--- src/rtl/fc4_cu_pkg.sv ---
// fc4_cu_pkg: shared definitions for the fully-connected control unit.
// Holds the FSM state encoding, default layer sizes and the address-width
// helper used to derive port widths from the layer parameters.
package fc4_cu_pkg;

    typedef enum logic [2:0] {
        ST_IDLE  = 3'd0,
        ST_READ  = 3'd1,
        ST_DRAIN = 3'd2,
        ST_WRITE = 3'd3,
        ST_DONE  = 3'd4
    } fc4_state_e;

    localparam int unsigned DEF_IN_FEATURES  = 100;
    localparam int unsigned DEF_OUT_FEATURES = 10;
    localparam int unsigned DEF_MAC_LATENCY  = 4;

    // Address width for a memory of n entries; never narrower than one bit.
    function automatic int unsigned fc4_aw(input int unsigned n);
        return (n <= 1) ? 1 : $clog2(n);
    endfunction

    localparam int unsigned DEF_AW_IN  = fc4_aw(DEF_IN_FEATURES);
    localparam int unsigned DEF_AW_OUT = fc4_aw(DEF_OUT_FEATURES);
    localparam int unsigned DEF_AW_WM  = fc4_aw(DEF_IN_FEATURES * DEF_OUT_FEATURES);

endpackage

--- src/rtl/fc4_cu_delay.sv ---
// fc_delay: parameterised shift register, WIDTH bits wide and DEPTH stages deep.
// Ports: i_clk, i_reset (async, active-low), i_d (input word), o_q (i_d delayed
// by DEPTH cycles). Used to align MAC strobes with the memory read latency.
module fc_delay #(
    parameter int unsigned WIDTH = 1,
    parameter int unsigned DEPTH = 1
) (
    input  logic             i_clk,
    input  logic             i_reset,
    input  logic [WIDTH-1:0] i_d,
    output logic [WIDTH-1:0] o_q
);

    logic [DEPTH*WIDTH-1:0] r_pipe;

    generate
        if (DEPTH == 1) begin : g_one
            always_ff @(posedge i_clk or negedge i_reset) begin
                if (!i_reset) r_pipe <= '0;
                else          r_pipe <= i_d;
            end
        end else begin : g_many
            // Newest word enters at the bottom, oldest leaves at the top.
            always_ff @(posedge i_clk or negedge i_reset) begin
                if (!i_reset) r_pipe <= '0;
                else          r_pipe <= {r_pipe[(DEPTH-1)*WIDTH-1:0], i_d};
            end
        end
    endgenerate

    assign o_q = r_pipe[DEPTH*WIDTH-1 -: WIDTH];

endmodule

--- src/rtl/fc4_cu.sv ---
// fc4_cu: control unit for the fully-connected layer after conv stage 3.
// For each output neuron it streams the input vector and weight row to the
// MAC datapath, waits for the pipeline to drain, then writes one result.
// Ports:
//   i_clk, i_reset (async, active-low)
//   upstream : i_start_from_previous, o_end_to_previous, o_ifm_sel
//   reads    : o_ifm_enable_read/address, o_wm_enable_read/address,
//              o_bm_enable_read/address
//   datapath : o_mac_enable, o_acc_clear, o_relu_enable
//   output   : o_ofm_sel, o_ofm_enable_write, o_ofm_address_write
//   downstream: i_end_from_next, o_start_to_next (combinational)
module fc4_cu
    import fc4_cu_pkg::*;
#(
    parameter int unsigned IN_FEATURES  = DEF_IN_FEATURES,
    parameter int unsigned OUT_FEATURES = DEF_OUT_FEATURES,
    parameter int unsigned MAC_LATENCY  = DEF_MAC_LATENCY,
    parameter int unsigned USE_RELU     = 1,
    localparam int unsigned AW_IN  = fc4_aw(IN_FEATURES),
    localparam int unsigned AW_OUT = fc4_aw(OUT_FEATURES),
    localparam int unsigned AW_WM  = fc4_aw(IN_FEATURES * OUT_FEATURES)
) (
    input  logic              i_clk,
    input  logic              i_reset,
    input  logic              i_start_from_previous,
    output logic              o_end_to_previous,
    output logic              o_ifm_sel,
    output logic              o_ifm_enable_read,
    output logic [AW_IN-1:0]  o_ifm_address_read,
    output logic              o_wm_enable_read,
    output logic [AW_WM-1:0]  o_wm_address_read,
    output logic              o_bm_enable_read,
    output logic [AW_OUT-1:0] o_bm_address_read,
    output logic              o_mac_enable,
    output logic              o_acc_clear,
    output logic              o_relu_enable,
    output logic              o_ofm_sel,
    output logic              o_ofm_enable_write,
    output logic [AW_OUT-1:0] o_ofm_address_write,
    input  logic              i_end_from_next,
    output logic              o_start_to_next
);

    localparam int unsigned DW = fc4_aw(MAC_LATENCY + 1);

    localparam logic [AW_IN-1:0]  IN_LAST    = AW_IN'(IN_FEATURES - 1);
    localparam logic [AW_OUT-1:0] OUT_LAST   = AW_OUT'(OUT_FEATURES - 1);
    localparam logic [AW_WM-1:0]  WM_LAST    = AW_WM'(IN_FEATURES * OUT_FEATURES - 1);
    localparam logic [DW-1:0]     DRAIN_LAST = DW'(MAC_LATENCY);

    fc4_state_e        r_state;
    fc4_state_e        w_state_next;
    logic [AW_IN-1:0]  r_in_cnt;
    logic [AW_OUT-1:0] r_out_cnt;
    logic [AW_WM-1:0]  r_wm_cnt;
    logic [DW-1:0]     r_drain_cnt;
    logic              r_ifm_sel;
    logic              r_ofm_sel;

    logic              w_start_ok;
    logic              w_handoff;
    logic              w_in_last;
    logic              w_out_last;
    logic              w_wm_last;
    logic              w_drain_last;
    logic              w_ifm_rd;
    logic              w_first_rd;
    logic [1:0]        w_dly_d;
    logic [1:0]        w_dly_q;

    assign w_start_ok   = (r_state == ST_IDLE) && i_start_from_previous;
    assign w_handoff    = (r_state == ST_DONE) && i_end_from_next;
    assign w_in_last    = (r_in_cnt == IN_LAST);
    assign w_out_last   = (r_out_cnt == OUT_LAST);
    assign w_wm_last    = (r_wm_cnt == WM_LAST);
    assign w_drain_last = (r_drain_cnt == DRAIN_LAST);
    assign w_ifm_rd     = (r_state == ST_READ);
    assign w_first_rd   = w_ifm_rd && (r_in_cnt == '0);

    // State register.
    always_ff @(posedge i_clk or negedge i_reset) begin
        if (!i_reset) r_state <= ST_IDLE;
        else          r_state <= w_state_next;
    end

    // Next-state logic.
    always_comb begin
        w_state_next = r_state;
        case (r_state)
            ST_IDLE:  if (i_start_from_previous) w_state_next = ST_READ;
            ST_READ:  if (w_in_last)             w_state_next = ST_DRAIN;
            ST_DRAIN: if (w_drain_last)          w_state_next = ST_WRITE;
            ST_WRITE: w_state_next = w_out_last ? ST_DONE : ST_READ;
            ST_DONE:  if (i_end_from_next)       w_state_next = ST_IDLE;
            default:  w_state_next = ST_IDLE;
        endcase
    end

    // Output decode; addresses follow the counters directly.
    always_comb begin
        o_end_to_previous   = 1'b0;
        o_ifm_enable_read   = 1'b0;
        o_wm_enable_read    = 1'b0;
        o_bm_enable_read    = 1'b0;
        o_relu_enable       = 1'b0;
        o_ofm_enable_write  = 1'b0;
        o_start_to_next     = 1'b0;
        o_ifm_address_read  = r_in_cnt;
        o_wm_address_read   = r_wm_cnt;
        o_bm_address_read   = r_out_cnt;
        o_ofm_address_write = r_out_cnt;
        case (r_state)
            ST_IDLE: o_end_to_previous = 1'b1;
            ST_READ: begin
                o_ifm_enable_read = 1'b1;
                o_wm_enable_read  = 1'b1;
                o_bm_enable_read  = w_first_rd;
            end
            ST_WRITE: begin
                o_ofm_enable_write = 1'b1;
                o_relu_enable      = (USE_RELU != 0);
            end
            ST_DONE: begin
                o_end_to_previous = 1'b1;
                o_start_to_next   = i_end_from_next;
            end
            default: ;
        endcase
    end

    // Loop counters: cleared on an accepted start, each wraps at its terminal value.
    always_ff @(posedge i_clk or negedge i_reset) begin
        if (!i_reset) begin
            r_in_cnt    <= '0;
            r_out_cnt   <= '0;
            r_wm_cnt    <= '0;
            r_drain_cnt <= '0;
        end else if (w_start_ok) begin
            r_in_cnt    <= '0;
            r_out_cnt   <= '0;
            r_wm_cnt    <= '0;
            r_drain_cnt <= '0;
        end else begin
            case (r_state)
                ST_READ: begin
                    r_in_cnt <= w_in_last ? '0 : r_in_cnt + AW_IN'(1);
                    r_wm_cnt <= w_wm_last ? '0 : r_wm_cnt + AW_WM'(1);
                end
                ST_DRAIN: r_drain_cnt <= w_drain_last ? '0 : r_drain_cnt + DW'(1);
                ST_WRITE: r_out_cnt   <= w_out_last ? '0 : r_out_cnt + AW_OUT'(1);
                default: ;
            endcase
        end
    end

    // Ping-pong bank selects.
    always_ff @(posedge i_clk or negedge i_reset) begin
        if (!i_reset) begin
            r_ifm_sel <= 1'b0;
            r_ofm_sel <= 1'b0;
        end else begin
            if (w_start_ok) r_ifm_sel <= ~r_ifm_sel;
            if (w_handoff)  r_ofm_sel <= ~r_ofm_sel;
        end
    end

    assign o_ifm_sel = r_ifm_sel;
    assign o_ofm_sel = r_ofm_sel;

    // One cycle of memory latency between read strobe and operand at the MAC.
    assign w_dly_d = {w_ifm_rd, w_first_rd};

    fc_delay #(
        .WIDTH (2),
        .DEPTH (1)
    ) u_strobe_dly (
        .i_clk   (i_clk),
        .i_reset (i_reset),
        .i_d     (w_dly_d),
        .o_q     (w_dly_q)
    );

    assign o_mac_enable = w_dly_q[1];
    assign o_acc_clear  = w_dly_q[0];

endmodule

--- config.mk ---
export PLATFORM = sky130hd
export DESIGN_NAME = fc4_cu
export DESIGN_NICKNAME = d
export VERILOG_FILES = /design/src/rtl/fc4_cu_pkg.sv /design/src/rtl/fc4_cu_delay.sv /design/src/rtl/fc4_cu.sv
export SDC_FILE = /design/constraint.sdc
export NUM_CORES = 1
export LEC_CHECK = 0
export ABC_AREA = 1
export ABC_CLOCK_PERIOD_IN_PS = 1700
export CAP_MARGIN = 0
export CORE_UTILIZATION = 45
export CTS_CLUSTER_SIZE = 20
export DETAILED_ROUTE_END_ITERATION = 8
export MAX_ROUTING_LAYER = met4
export PLACE_DENSITY = 0.76
export SLEW_MARGIN = 40
export SYNTH_ARGS = -nofsm -noshare
export SYNTH_HDL_FRONTEND = slang
export SYNTH_SLANG_ARGS = --single-unit
--- constraint.sdc ---
create_clock -name i_clk -period 1.7 [get_ports i_clk]
set_input_delay 0.34 -clock i_clk [delete_from_list [all_inputs] [get_ports i_clk]]
set_output_delay 0.34 -clock i_clk [all_outputs]
set_load 0.005 [all_outputs]
Yosys cells after proc, flatten, opt, wreduce, memory -nomap -nowiden
Cells that the tools add are included.
{"block": "totals", "elab_cells": 59, "ff_bits": 31, "out_inout_bits": 36, "input_bits": 4}
{"block": "classes", "n_mux": 23, "n_bitwise": 2, "add_sub_neg": 4, "eq_ne": 12, "reduce_logical": 10}
{"operator": "2-to-1 mux 10 bit", "count": 3}
{"operator": "2-to-1 mux 3 bit", "count": 8}
{"operator": "2-to-1 mux 7 bit", "count": 3}
{"operator": "case mux 3 bit (5 select lines)", "count": 1}
{"operator": "2-to-1 mux 4 bit", "count": 3}
{"operator": "adder 10 x 1 -> 10 bit, second input constant", "count": 1}
{"operator": "== test 10 bit, second input constant", "count": 1}
{"operator": "!= test 2 bit, second input constant", "count": 4}
{"operator": "adder 7 x 1 -> 7 bit, second input constant", "count": 1}
{"operator": "== test 7 bit, second input constant", "count": 1}
{"operator": "zero test 7 bit", "count": 1}
{"operator": "== test 3 x 2 -> 1 bit, second input constant", "count": 2}
{"operator": "== test 3 bit, second input constant", "count": 2}
{"operator": "nonzero test 2 bit", "count": 3}
{"operator": "2-to-1 mux 1 bit", "count": 5}
{"operator": "adder 4 x 1 -> 4 bit, second input constant", "count": 1}
{"operator": "== test 4 bit, second input constant", "count": 1}
{"operator": "AND reduction 4 bit", "count": 1}
{"operator": "adder 3 x 1 -> 3 bit, second input constant", "count": 1}
{"operator": "== test 3 x 1 -> 1 bit, second input constant", "count": 1}
{"operator": "logical AND 1 bit", "count": 3}
{"operator": "zero test 3 bit", "count": 1}
{"operator": "NOT 1 bit", "count": 2}
{"operator": "OR reduction 2 bit", "count": 1}

Depth between registers and ports, before layout
{"block": "logic_depth", "word_depth": 4, "ltp_mapped": 8, "ltp_nobuf": 8}

Hierarchy
A second synthesis with hierarchy kept.
{"block": "hier_totals", "hier_cells": 216, "hier_area_um2": 1747.9}
{"mod": "fc4_cu", "seq_area_each_um2": 725.7, "instances": 1, "area_each_um2": 1697.9, "cells_per_inst": 214}
{"mod": "fc_delay", "seq_area_each_um2": 50.0, "instances": 1, "area_each_um2": 50.0, "cells_per_inst": 2}

Worst setup path before layout
Ideal clock, no wire load.
{"block": "synth_path", "path_kind": "reg2out", "from": "reg r_state[1]", "to": "out o_bm_enable_read", "path_slack_ns": 0.374, "path_stages_with_launch": 4, "path_buffers": 0, "t_arrival_ns": 0.986, "required_time_ns": 1.360, "path_cell_list": "dfrtp_1 bufinv_8 nand3_4 nor4_1"}
{"block": "synth_between", "elab_chain_cells": 3}
{"element": "from (decl)", "line": "fc4_cu.sv:51", "text": "fc4_state_e r_state;"}
{"element": "from (signal assigned)", "line": "fc4_cu.sv:83", "text": "else r_state <= w_state_next;"}
{"element": "== test 3 x 1 -> 1 bit *", "line": "fc4_cu.sv:77, fc4_cu.sv:112"}
{"element": "logical AND 1 bit", "line": "fc4_cu.sv:78", "text": "assign w_first_rd = w_ifm_rd && (r_in_cnt == '0);"}
{"element": "2-to-1 mux 1 bit *", "line": "fc4_cu.sv:112", "text": "case (r_state)"}
{"element": "to (decl)", "line": "fc4_cu.sv:32", "text": "output logic o_bm_enable_read,"}
Every way passes the cells marked *; elsewhere a longest branch is shown, timed or not.

Worst setup path after layout
{"block": "layout_path", "from": "reg r_in_cnt[4], in the netlist o_ifm_address_read[4]", "to": "out o_ifm_address_read[4]"}
{"element": "from (decl)", "line": "fc4_cu.sv:53", "text": "logic [AW_IN-1:0] r_in_cnt;"}
{"element": "from (signal assigned)", "line": "fc4_cu.sv:146", "text": "r_in_cnt <= w_in_last ? '0 : r_in_cnt + AW_IN'(1);"}
{"element": "to (decl)", "line": "fc4_cu.sv:29", "text": "output logic [AW_IN-1:0] o_ifm_address_read,"}
No word-level cell between the ends.

==> results.toml <==
[outcome]
status = "complete, but fails checks"
violations = "setup timing"

[layout]
final_cell_mix = "nand2_1, clkdlybuf4s50_1, dfrtp_1"
layout_commonest_cell = "nand2_1"
postLayoutCellArea_sq_mm = 0.00256
fillers = 344
insertedDiodeCount = 0
drive_gt1_frac = 0.199
synthToLayoutAreaGrowth_pct = 43.7
final_nets = 306

[route]
via_count = 1660
wire_per_inst_um = 12.1
drcViolationCount = 0
viasPerCell = 4.83
drt_pre_antenna_iters = 4
drtAntennaViolNets = 0
drtIter0Drc = 119
routed_wl_um = 4170

[clock_network]
clk_latency_ns = 0.29
cts.clk_slew.worst_paths_ns = 0.07
cts-root-buf = "clkbuf_8"
cts_tree = "built"
cts_buffer_depth = 2
htree_num_levels = 2
clkSinkCount = 31
cts_buffers = 5

[synthesis]
syn_inst = 229
syn_area_sq_mm = 0.00178
ys_ff_latch = 31
syn_area_per_cell_sq_um = 7.79
synth_fp_nets = 240
yosysUniqueCellTypes = 25
synth-seq-area-share = 0.435
ys_warn_count = 0

[critical_path]
reg2reg_depth = 8
startpoint_type = "flip-flop"
critical_path.max_stage_delay_ns = 0.51
cp-end-kind = "output pin"
worst_ep_required_time_ns = 1.36
crit_buf_inv = 2
path_cells = "buf_4 > clkdlybuf4s50_1"
arrival_ns = 1.37
slowest_stage = "clkdlybuf4s50_1"
path_class = "flip-flop to output pin"
reg2reg_slack_ns = 0.13
cp_top_family = "buffers and inverters"
critPathMaxFanout = 6
regToRegStartpoint = "r_state[0]"
timing.rr.end = "r_state[0]"

[grt]
antenna_found_initial = 0
grt_overflow_total = 0
grt_usage = 0.225
grt_max_degree = 32
grt_pass1_wl_um = 6920
first_global_vias = 1559

[sta]
rsz0062_at_grt = "yes"
max_slew_margin = 0.735
fin_crit_sh = 1.00
setup_violations = 2
setup-tns-final_ns = -0.0150
fin_worst_skew_ns = 0.00662
slew_viol_final = 0
worst_slack_ns = -0.00792
hold_viol = 0
period_minus_slack_ns = 1.71
tightest_slew_ns = 0.398
timing.fmax_mhz = 586
worst_hold_slack_ns = 0.442

[pwr]
power_switching_w = 0.00167
leakagePower_nw = 1.29
ir_drop_mv = 1.30
seqPwrFrac = 0.296
clkPwrFrac = 0.151
fin_total_pwr_w = 0.00426
p_int_w = 0.00258
switching_share = 0.393
p_per_area_mw_per_mm2 = 1660
comb_power_share = 0.553

[placed_design]
placedInstanceArea_sq_mm = 0.00232
gp_congestion = 0.860
dp_slack_ns = -0.180
io_buffers = 39
place_hpwl_um = 2850

[floorplanning]
die_x_um = 64.9
dieHeight_um = 64.9
initial_core_util = 0.476
rows = 22
die_area_sq_mm = 0.00422
core-area_sq_mm = 0.00374
num_io_pins = 40

[job]
drv_cap = 0

[min_path]
min_path_type = "primary input to asynchronous set/reset pin"
final cells by class:
type                            instances  area (sq um)  area share
Multi-Input combinational cell        159           887       0.346
Sequential cell                        31           778       0.304
Timing Repair Buffer                   66           604       0.236
Inverter                               32           133      0.0518
Clock buffer                            8           100      0.0391
Tap cell                               48          60.1      0.0234
cells in the mapped netlist:
library cell  number  share of area
buf_4              6          0.025
buf_6              1         0.0063
bufinv_8           1         0.0098
dfrtp_1           31           0.44
ha_1               7          0.049
inv_1             29          0.061
inv_2              2         0.0042
nand2_1           72           0.15
nand2_2            1         0.0035
nand2_4            1         0.0063
nand3_1           21          0.059
nand3_4            2          0.020
nand3b_1           2         0.0084
nand4_1            5          0.018
nor2_1            22          0.046
nor2_4             1         0.0063
nor3_1             1         0.0028
nor4_1             1         0.0035
o211a_1            1         0.0056
o21ai_0           11          0.031
o21ai_1            1         0.0028
o22ai_1            2         0.0070
or2_1              1         0.0035
xnor2_1            4          0.020
xor2_1             3          0.015
what timing repair did:
item / CTS / global route
setup endpoints to repair: 7 / 8
buffers inserted: 5 / 4
gates resized for setup: 28 / 21
pin swaps: 4 / 5
hold buffers: 0 / 0
state kept, by name, summed over array words and instances, names as in the netlist:
register	flops
o_bm_address_read	4
o_ifm_address_read	7
o_ifm_sel	1
o_ofm_sel	1
o_wm_address_read	10
r_drain_cnt	3
r_state	3
u_strobe_dly.o_q	2
through the flow:
step                instances  utilization
global route              344        0.684
global placement          328        0.620
CTS                       340        0.666
floorplan                 229            -
detailed placement        328        0.620
finish                    344        0.684
worst max-delay path by stage:
stage | startpoint | to | cells after the start
after CTS | o_ifm_address_read[1] | o_bm_enable_read | 6
after global placement | r_state[1] | o_bm_enable_read | 5
after floorplan | r_state[1] | o_bm_enable_read | 3
after detailed placement | r_state[1] | o_bm_enable_read | 5
after global routing | o_ifm_address_read[0] | o_bm_enable_read | 6
final | o_ifm_address_read[4] | o_ifm_address_read[4] | 2
power groups by stage:
stage                     registers, W  logic (W)  clock network, W
after global routing           0.00130    0.00261          0.000695
after floorplan                0.00127   0.000996                 0
after global placement         0.00122    0.00205                 0
after CTS                      0.00124    0.00221          0.000660
after detailed placement       0.00123    0.00209                 0
final                          0.00126    0.00235          0.000644
layer usage:
| metal | global-route usage | up-vias | share of wire |
|---|---|---|---|
| met1 | 0.272 | 769 | 0.47 |
| met2 | 0.357 | 39 | 0.48 |
| li1 | - | 846 | - |
| met4 | 0.0861 | 0 | 0.014 |
| met5 | - | - | 0 |
| met3 | 0.0599 | 6 | 0.039 |
logic make-up after synthesis:
| kind of cell | Yosys count | synth area share |
|---|---|---|
| adder cells (fa/ha/maj) | 7 | 0.0491 |
| flip-flops | 31 | 0.435 |
| AND/OR/NAND/NOR | 130 | 0.328 |
| XOR/XNOR | 7 | 0.0344 |
| AO/OA/AOI/OAI | 15 | 0.0463 |
| buffers and inverters | 39 | 0.107 |
Note: power is estimated with default switching activity, not from simulation.
